--- src/rtl/tlul_pkg.sv ---
// Shared TL-UL constants and the responder FSM state type.
// No logic; imported by the TL-UL peripheral blocks.
// No handshake of its own.
package tlul_pkg;

  localparam logic [2:0] TL_PUT_FULL        = 3'd0;
  localparam logic [2:0] TL_PUT_PARTIAL     = 3'd1;
  localparam logic [2:0] TL_GET             = 3'd4;
  localparam logic [2:0] TL_ACCESS_ACK      = 3'd0;
  localparam logic [2:0] TL_ACCESS_ACK_DATA = 3'd1;

  typedef enum logic {
    ST_IDLE = 1'b0,
    ST_RESP = 1'b1
  } tl_state_e;

endpackage

--- src/rtl/tlul_sync_2ff.sv ---
// Two-flop synchronizer for asynchronous level inputs, parameterized width.
// Latency: 2 clk cycles from input change to q.
// Backpressure: none, free-running.
module tlul_sync_2ff #(
  parameter int WIDTH = 1
) (
  input  logic             clk,
  input  logic             reset_n,
  input  logic [WIDTH-1:0] d,
  output logic [WIDTH-1:0] q
);

  logic [WIDTH-1:0] meta_q;

  always_ff @(posedge clk or negedge reset_n) begin
    if (!reset_n) begin
      meta_q <= '0;
      q      <= '0;
    end else begin
      meta_q <= d;
      q      <= meta_q;
    end
  end

endmodule

--- src/rtl/tlul_gpio_slave.sv ---
// TL-UL responder for a 5-register GPIO block with rising-edge interrupt.
// Latency: D beat valid the cycle after A accept; writes take effect at the accept edge.
// Backpressure: single outstanding request; a_ready stays low until the D beat is taken.
module tlul_gpio_slave
  import tlul_pkg::*;
#(
  parameter int                  ADDR_WIDTH   = 32,
  parameter int                  DATA_WIDTH   = 32,
  parameter int                  MASK_WIDTH   = DATA_WIDTH / 8,
  parameter int                  SIZE_WIDTH   = 3,
  parameter int                  SRC_WIDTH    = 2,
  parameter int                  SINK_WIDTH   = 1,
  parameter int                  OPCODE_WIDTH = 3,
  parameter int                  PARAM_WIDTH  = 3,
  parameter int                  GPIO_WIDTH   = 32,
  parameter logic [ADDR_WIDTH-1:0] BASE_ADDR  = '0
) (
  input  logic                    clk,
  input  logic                    reset_n,
  input  logic                    a_valid,
  output logic                    a_ready,
  input  logic [OPCODE_WIDTH-1:0] a_opcode,
  input  logic [PARAM_WIDTH-1:0]  a_param,
  input  logic [SIZE_WIDTH-1:0]   a_size,
  input  logic [SRC_WIDTH-1:0]    a_source,
  input  logic [ADDR_WIDTH-1:0]   a_address,
  input  logic [MASK_WIDTH-1:0]   a_mask,
  input  logic [DATA_WIDTH-1:0]   a_data,
  output logic                    d_valid,
  input  logic                    d_ready,
  output logic [OPCODE_WIDTH-1:0] d_opcode,
  output logic [PARAM_WIDTH-1:0]  d_param,
  output logic [SIZE_WIDTH-1:0]   d_size,
  output logic [SRC_WIDTH-1:0]    d_source,
  output logic [SINK_WIDTH-1:0]   d_sink,
  output logic [DATA_WIDTH-1:0]   d_data,
  output logic                    d_error,
  input  logic [GPIO_WIDTH-1:0]   gpio_in,
  output logic [GPIO_WIDTH-1:0]   gpio_out,
  output logic [GPIO_WIDTH-1:0]   gpio_oe,
  output logic                    intr
);

  localparam logic [2:0] REG_DATA_OUT    = 3'd0;
  localparam logic [2:0] REG_DATA_IN     = 3'd1;
  localparam logic [2:0] REG_OE          = 3'd2;
  localparam logic [2:0] REG_INTR_STATE  = 3'd3;
  localparam logic [2:0] REG_INTR_ENABLE = 3'd4;

  tl_state_e state_q, state_d;

  logic [GPIO_WIDTH-1:0] data_out_q, oe_q, intr_state_q, intr_en_q;
  logic [GPIO_WIDTH-1:0] sync_q, hist_q, rise, clr;
  logic [GPIO_WIDTH-1:0] wmask, wval;
  logic [DATA_WIDTH-1:0] bmask, rdata;
  logic [2:0]            offset;
  logic                  a_fire, d_fire, is_get, is_put, req_err, wr_en;
  logic                  unused_a_param;

  assign unused_a_param = ^a_param;

  assign a_ready = (state_q == ST_IDLE);
  assign d_valid = (state_q == ST_RESP);
  assign a_fire  = a_valid && a_ready;
  assign d_fire  = d_valid && d_ready;

  always_ff @(posedge clk or negedge reset_n) begin
    if (!reset_n) state_q <= ST_IDLE;
    else          state_q <= state_d;
  end

  always_comb begin
    state_d = state_q;
    case (state_q)
      ST_IDLE: if (a_fire) state_d = ST_RESP;
      ST_RESP: if (d_fire) state_d = ST_IDLE;
      default: state_d = ST_IDLE;
    endcase
  end

  // Request decode and error classification; any error suppresses side effects.
  assign offset = a_address[4:2];
  assign is_get = (a_opcode == OPCODE_WIDTH'(TL_GET));
  assign is_put = (a_opcode == OPCODE_WIDTH'(TL_PUT_FULL)) ||
                  (a_opcode == OPCODE_WIDTH'(TL_PUT_PARTIAL));

  always_comb begin
    req_err = 1'b0;
    if (!(is_get || is_put))                                           req_err = 1'b1;
    if (a_address[ADDR_WIDTH-1:5] != BASE_ADDR[ADDR_WIDTH-1:5])        req_err = 1'b1;
    if (offset > REG_INTR_ENABLE)                                      req_err = 1'b1;
    if (a_size > SIZE_WIDTH'(2))                                       req_err = 1'b1;
    if ((a_size == SIZE_WIDTH'(2)) && (a_address[1:0] != 2'b00))       req_err = 1'b1;
    if (is_put && (offset == REG_DATA_IN))                             req_err = 1'b1;
  end

  assign wr_en = a_fire && is_put && !req_err;

  always_comb begin
    bmask = '0;
    for (int i = 0; i < MASK_WIDTH; i++) bmask[8*i +: 8] = {8{a_mask[i]}};
  end

  assign wmask = bmask[GPIO_WIDTH-1:0];
  assign wval  = a_data[GPIO_WIDTH-1:0] & wmask;
  assign clr   = (wr_en && offset == REG_INTR_STATE) ? wval : '0;
  assign rise  = sync_q & ~hist_q;

  always_comb begin
    rdata = '0;
    case (offset)
      REG_DATA_OUT:    rdata = DATA_WIDTH'(data_out_q);
      REG_DATA_IN:     rdata = DATA_WIDTH'(sync_q);
      REG_OE:          rdata = DATA_WIDTH'(oe_q);
      REG_INTR_STATE:  rdata = DATA_WIDTH'(intr_state_q);
      REG_INTR_ENABLE: rdata = DATA_WIDTH'(intr_en_q);
      default:         rdata = '0;
    endcase
  end

  tlul_sync_2ff #(.WIDTH(GPIO_WIDTH)) u_sync (
    .clk     (clk),
    .reset_n (reset_n),
    .d       (gpio_in),
    .q       (sync_q)
  );

  always_ff @(posedge clk or negedge reset_n) begin
    if (!reset_n) begin
      data_out_q   <= '0;
      oe_q         <= '0;
      intr_state_q <= '0;
      intr_en_q    <= '0;
      hist_q       <= '0;
      intr         <= 1'b0;
    end else begin
      if (wr_en && offset == REG_DATA_OUT)    data_out_q <= (data_out_q & ~wmask) | wval;
      if (wr_en && offset == REG_OE)          oe_q       <= (oe_q & ~wmask) | wval;
      if (wr_en && offset == REG_INTR_ENABLE) intr_en_q  <= (intr_en_q & ~wmask) | wval;
      // Hardware set is OR-ed after the clear so a coincident edge is never lost.
      intr_state_q <= (intr_state_q & ~clr) | rise;
      hist_q       <= sync_q;
      intr         <= |(intr_state_q & intr_en_q);
    end
  end

  always_ff @(posedge clk or negedge reset_n) begin
    if (!reset_n) begin
      d_opcode <= '0;
      d_size   <= '0;
      d_source <= '0;
      d_data   <= '0;
      d_error  <= 1'b0;
    end else if (a_fire) begin
      d_opcode <= is_get ? OPCODE_WIDTH'(TL_ACCESS_ACK_DATA) : OPCODE_WIDTH'(TL_ACCESS_ACK);
      d_size   <= a_size;
      d_source <= a_source;
      d_data   <= (is_get && !req_err) ? rdata : '0;
      d_error  <= req_err;
    end
  end

  assign d_param  = '0;
  assign d_sink   = '0;
  assign gpio_out = data_out_q;
  assign gpio_oe  = oe_q;

endmodule

--- config.mk ---
export PLATFORM = sky130hd
export DESIGN_NAME = tlul_gpio_slave
export DESIGN_NICKNAME = d
export VERILOG_FILES = /design/src/rtl/tlul_pkg.sv /design/src/rtl/tlul_sync_2ff.sv /design/src/rtl/tlul_gpio_slave.sv
export SDC_FILE = /design/constraint.sdc
export NUM_CORES = 1
export LEC_CHECK = 0
export ABC_AREA = 1
export CAP_MARGIN = 30
export CORE_MARGIN = 5
export CORE_UTILIZATION = 47
export DETAILED_ROUTE_END_ITERATION = 6
export GPL_ROUTABILITY_DRIVEN = 1
export PLACE_DENSITY = 0.76
export SLEW_MARGIN = 40
export SYNTH_ARGS = -nofsm -noshare
export SYNTH_HDL_FRONTEND = slang
export SYNTH_SLANG_ARGS = --single-unit
--- constraint.sdc ---
create_clock -name clk -period 1.4 [get_ports clk]
set_input_delay 0.35 -clock clk [delete_from_list [all_inputs] [get_ports clk]]
set_output_delay 0.35 -clock clk [all_outputs]
set_load 0.02 [all_outputs]
==> summary.txt, run 1 <==
Outcome
  – Outcome: complete, but fails checks
  – Violated checks: setup timing

Timing
  – Layout Skew: 0.0120 ns
  – F_max: 0.635 GHz
  – Worst setup margin: -0.176 ns
  – Final worst-path cycle share: 1.13
  – RSZ-0062 raised after global routing: yes
  – Final setup vio count: 239
  – Tmin final: 1.58 ns
  – Fin Setup TNS: -13.25 ns
  – Final Max Slew Viols: 0
  – Fin. Hold Viols: 0

Setup path
  – Crit Path Max Fanout: 9
  – CP arrival: 2.05 ns
  – Worst setup path start: d_valid
  – CP Class: reg -> reg
  – CP top delay family: simple AND/OR/NAND/NOR gates
  – Critical Path Slowest Stage Cell: dfrtp_2
  – Reg2reg path depth: 9
  – CP Data Required Time: 1.87 ns
  – Startpoint Class: register
  – Largest stage delay on the critical path: 0.43 ns
  – Crit path cell chain: inv_4, nand2_4, nor2_4, inv_2, nor2_4, buf_12, buf_12, nand4_1, nand2_1
  – WP buf/inv: 4
  – R2R Path Start: d_valid
  – Worst reg2reg setup slack: -0.18 ns
  – CP endpoint kind: register

Floorplanning
  – Width of the die: 166 µm
  – Core footprint: 24200 µm²
  – Initial core utilization: 0.476
  – DIE AREA: 27700 µm²
  – Num rows: 57
  – Die Y: 166 µm
  – IO Count: 227

Power and ir drop
  – Maximum vdd ir drop: 0.886 mV
  – PD cells: 1000 nW/µm²
  – Leak pwr: 0.00932 µW
  – PnR Total Power: 17900 µW

Clocking
  – CTS root buffer: clkbuf_16
  – Deepest clock path buffer count: 3
  – CTS H-tree lvls: 1
  – CTS clk-pin slew, worst paths: 0.07 ns
  – Clock sinks: 265
  – Worst-skew pair later-pin latency: 0.55 ns
  – Number of CTS-inserted buffers: 28
  – CTS tree: done

GRT
  – GRT Total Usage: 0.277
  – Vias in the first global route: 11554
  – Initial antenna violation count: 0
  – Total global routing overflow: 0
  – Global-route wire length before repair: 62400 µm
  – Largest net degree at the start of global routing: 45

Yosys
  – Avg Cell Area, Syn: 8.62 µm²
  – Post-Syn Instances: 1334
  – Yosys warning total: 0
  – Post-synth cell types: 24
  – Sequential cell area fraction in the yosys report: 0.576
  – Yosys reg bits: 265
  – Mapped Area: 11500 µm²

Route
  – DRC Markers: 0
  – Vias/cell: 5.65
  – Initial DRT Pass Iterations: 6
  – Avg WL per Cell: 20.7 µm
  – Post-DRT Antenna Nets: 0
  – First DRT Iteration DRCs: 1458
  – Routed vias: 12025
  – Routed wire length: 44000 µm

Placement
  – Final GP Congestion: 0.949
  – Area after DPL: 15300 µm²
  – Post-DP HPWL: 25400 µm
  – IO buf count: 217

Finish
  – Post-route cell area: 17900 µm²
  – Share of cells above drive strength 1: 0.313
  – Syn-to-layout area delta: 55.5%
  – Nets: 1899
  – Ant diodes: 0

Flow run
  – Max cap viols: 0

Min path
  – Hold Path Class: in -> reg
  – Hold Crit Start: a_size[2]
  – Worst min-delay path endpoint: d_size[2]
  – Hold Path Cell Cnt: 3
==> repair_timing <==
action	in CTS	in global routing
pin swaps	32	65
resized for setup	713	114
cloned	7	9
hold buffers	1	0
hold endpoints to repair	29	0
buffers inserted	65	38
endpoints found under the setup margin	267	267
==> power by group <==
part | leakage, µW | internal (µW) | switching, µW | total (µW)
clock | 0.000499 | 4940 | 3190 | 8140
sequential | 0.00330 | 7840 | 94.2 | 7940
combinational | 0.00552 | 823 | 1040 | 1860
==> cells in the mapped netlist, drive strengths merged <==
cell type / instances / share of area
nand3: 66 / 0.029
a221oi: 3 / 0.0023
nor2: 49 / 0.019
clkbuf: 41 / 0.013
buf: 39 / 0.021
o22ai: 10 / 0.0054
o21ai: 32 / 0.014
or2: 19 / 0.010
nand4: 141 / 0.086
conb: 1 / 0.00033
nand3b: 6 / 0.0039
dfrtp: 265 / 0.58
o211ai: 2 / 0.0013
nand2: 529 / 0.17
inv: 105 / 0.034
a21oi: 26 / 0.011
==> stage by stage <==
| step | instances | worst slack [ns] | utilization | hold slack, ns |
|---|---|---|---|---|
| after floorplan | 1339 | -0.0781 | - | 0.0544 |
| after global placement | 1959 | -0.801 | 0.633 | 0.279 |
| after CTS | 2083 | -0.116 | 0.712 | 0.231 |
| after detailed placement | 1959 | -0.866 | 0.633 | 0.281 |
| after global routing | 2130 | -0.219 | 0.740 | 0.202 |
| final | 2130 | -0.176 | 0.740 | 0.187 |
==> cell usage in the layout (no fill, tap or decap), types with 19 or more instances in the layout <==
master / instances
nand3_2: 24
nand2_1: 514
inv_1: 94
clkdlybuf4s50_1: 72
clkbuf_2: 20
nor2_1: 24
nand3_1: 38
buf_6: 118
buf_4: 216
buf_12: 33
or2_2: 19
a21oi_1: 26
o21ai_0: 27
dfrtp_1: 264
nand4_1: 134
clkbuf_16: 35
==> how the worst max path moves through the flow <==
stage | to | depth (start not counted) | slack, ns
floorplan | register | 7 | -0.08
global placement | register | 12 | -0.80
detailed placement | register | 11 | -0.87
CTS | a_ready | 2 | -0.12
global route | register | 9 | -0.22
finish | register | 9 | -0.18
==> per-layer routing <==
metal  vias to the layer above  part of all wire  track usage
met3                       236              0.10       0.0609
met2                       830              0.46        0.448
li1                       5229                 -            -
met5                         -                 0            0
met4                         0             0.065        0.112
met1                      5730              0.37        0.366
==> worst min-delay path: cells and delay by family <==
family,cells,cell delay [ns]
AO/OA/AOI/OAI,1,0.10
buffers and inverters,2,0.21
==> cell families after synthesis <==
group	Yosys count	synth area share
compound gates	73	0.0343
buf+inv	185	0.0690
flops	265	0.576
other cells	1	0.000326
simple gates	810	0.320
==> area by class of cell <==
| class | count | area, µm² |
|---|---|---|
| sequential | 265 | 6630 |
| fill | 1572 | 6290 |
| clock inverter | 21 | 270 |
| inverter | 105 | 397 |
| timing repair buffer | 495 | 5010 |
| clock buffer | 31 | 743 |
| tap | 324 | 405 |
| multi-input combinational | 889 | 4430 |
Power figures use the tool's default switching activity.
==> run 2: changes to the inputs <==
Settings changed: GPL_TIMING_DRIVEN set to 0.
==> summary.txt, run 2 (same netlist as run 1, synthesis figures left out) <==
Outcome
  – Outcome: complete, but fails checks
  – Violated checks: setup timing

Timing
  – Final Max Slew Viols: 0
  – F_max: 0.615 GHz
  – Layout Skew: 0.0188 ns
  – Final worst-path cycle share: 1.16
  – Worst setup margin: -0.227 ns
  – Tmin final: 1.63 ns
  – Worst hold margin: 0.121 ns
  – Final setup vio count: 242
  – Fin. Hold Viols: 0
  – Slew HR: 0.620
  – Fin Setup TNS: -14.70 ns
  – RSZ-0062 raised after global routing: yes
  – Worst Tran Pin Value: 0.570 ns

Floorplanning
  – Die Y: 166 µm
  – Width of the die: 166 µm
  – Core footprint: 24200 µm²
  – IO Count: 227
  – Num rows: 57
  – DIE AREA: 27700 µm²
  – Initial core utilization: 0.476

Setup path
  – Critical Path Slowest Stage Cell: dfrtp_2
  – Startpoint Class: register
  – CP arrival: 2.10 ns
  – CP Class: reg -> reg
  – CP endpoint kind: register
  – Crit path cell chain: inv_4, nand2_4, nor2_4, inv_2, nor2_4, buf_12, buf_12, buf_8, nand4_1, nand2_1
  – Largest stage delay on the critical path: 0.41 ns
  – R2R Path Start: d_valid
  – Crit Path Max Fanout: 6
  – CP Data Required Time: 1.87 ns
  – Worst reg2reg setup slack: -0.23 ns
  – Reg2reg path depth: 10

Finish
  – Syn-to-layout area delta: 49.6%
  – Fin cells: 2076
  – Sequential Area: 6640 µm²
  – Share of cells above drive strength 1: 0.305
  – Most common cell after layout, fill and taps aside: nand2_1
  – Most frequent cells in the layout: nand2_1, dfrtp_1, buf_4
  – Area of the multi-input gates: 4490 µm²
  – Nets: 1846
  – Fill cells: 1656

GRT
  – Global-route wire length before repair: 64800 µm
  – Initial antenna violation count: 1
  – GRT Total Usage: 0.294
  – Vias in the first global route: 11548
  – Total global routing overflow: 0
  – Largest net degree at the start of global routing: 75

Clocking
  – CTS clk-pin slew, worst paths: 0.06 ns
  – Worst-skew pair later-pin latency: 0.56 ns
  – CTS root buffer: clkbuf_16
  – CTS tree: done
  – CTS H-tree lvls: 1
  – Deepest clock path buffer count: 3
  – Number of CTS-inserted buffers: 29
  – Clock sinks: 265

Route
  – Post-DRT Antenna Nets: 0
  – Initial DRT Pass Iterations: 7
  – Routed vias: 11942
  – DRC Markers: 0
  – First DRT Iteration DRCs: 1751
  – Routed wire length: 44700 µm
  – Avg WL per Cell: 21.5 µm
  – Vias/cell: 5.75

Min path
  – Hold Path Cell Cnt: 3
  – Worst min-delay path endpoint: d_size[2]
  – Hold Crit Start: a_size[2]
  – Hold Path Class: in -> reg

Placement
  – Placed cells: 1880
  – Final GP Congestion: 0.932
  – Post-DP HPWL: 27400 µm
  – IO buf count: 213

Power and ir drop
  – Leak pwr: 0.00898 µW
  – PD cells: 1030 nW/µm²
  – PnR Total Power: 17800 µW
  – Maximum vdd ir drop: 0.909 mV

Flow run
  – Max cap viols: 0
run 2: cell types whose count changed in the layout (fill, tap and decap cells not counted), sizes merged, moves of 2 or more:
| cell | change |
|---|---|
| buf | -80 |
| clkbuf | +46 |
| clkdlybuf4s15 | -6 |
| clkdlybuf4s50 | -4 |
| clkinv | -6 |
| clkinvlp | -2 |
| dlygate4sd2 | -3 |
run 2: cell type report:
type | count | share of cell area
diodes | 1 | 0.000145
plain buffers | 79 | 0.0385
clock buffers | 39 | 0.0461
clock inverters | 12 | 0.0124
inverters | 105 | 0.0235
multi-input cells | 889 | 0.261
flip-flops and latches | 265 | 0.385
well taps | 324 | 0.0235
repair buffers | 362 | 0.210
run 2: routing by layer:
| layer | vias up | GRT usage | part of all wire |
|---|---|---|---|
| met4 | 0 | 0.145 | 0.071 |
| met2 | 926 | 0.469 | 0.45 |
| met1 | 5618 | 0.373 | 0.36 |
| met3 | 280 | 0.0787 | 0.11 |
| met5 | - | 0 | 0 |
| li1 | 5118 | - | - |
run 2: through the flow:
stage | util | worst slack, ns | cell area, µm²
after floorplan | - | -0.0781 | 11600
after global placement | 0.585 | -12.18 | 14100
after detailed placement | 0.590 | -1.36 | 14300
after CTS | 0.686 | -0.158 | 16600
after global routing | 0.712 | -0.236 | 17200
final | 0.712 | -0.227 | 17200
run 2: what timing repair did:
action,in CTS,in global routing
setup endpoints to repair,274,273
resized for setup,811,171
hold buffers,1,0
endpoints found under the hold margin,30,0
setup buffers,100,35
pin swaps,61,55
gates cloned,5,5
run 2: power breakdown:
part | internal [µW] | leakage (µW) | total (µW) | switching [µW]
combinational | 641 | 0.00519 | 1640 | 998
sequential | 7840 | 0.00330 | 7940 | 98.2
clock | 5060 | 0.000496 | 8230 | 3180
run 2: worst max-delay path by stage:
stage            startpoint               to  slack (ns)  cells past startpoint
3_3_place_gp        reset_n          d_valid      -12.18                      1
3_5_place_dp   a_address[2]        d_data[6]       -1.36                      9
6_report            d_valid         register       -0.23                     10
2_1_floorplan       d_valid         register       -0.08                      7
5_1_grt             d_valid  intr_state_q[6]       -0.24                      9
4_1_cts             d_valid         register       -0.16                     10
run 2: critical path, delay by kind of cell (launching register included):
family / cells / cell delay [ns]
buffers and inverters: 5 / 0.54
flip-flops: 1 / 0.41
AND/OR/NAND/NOR: 5 / 0.58
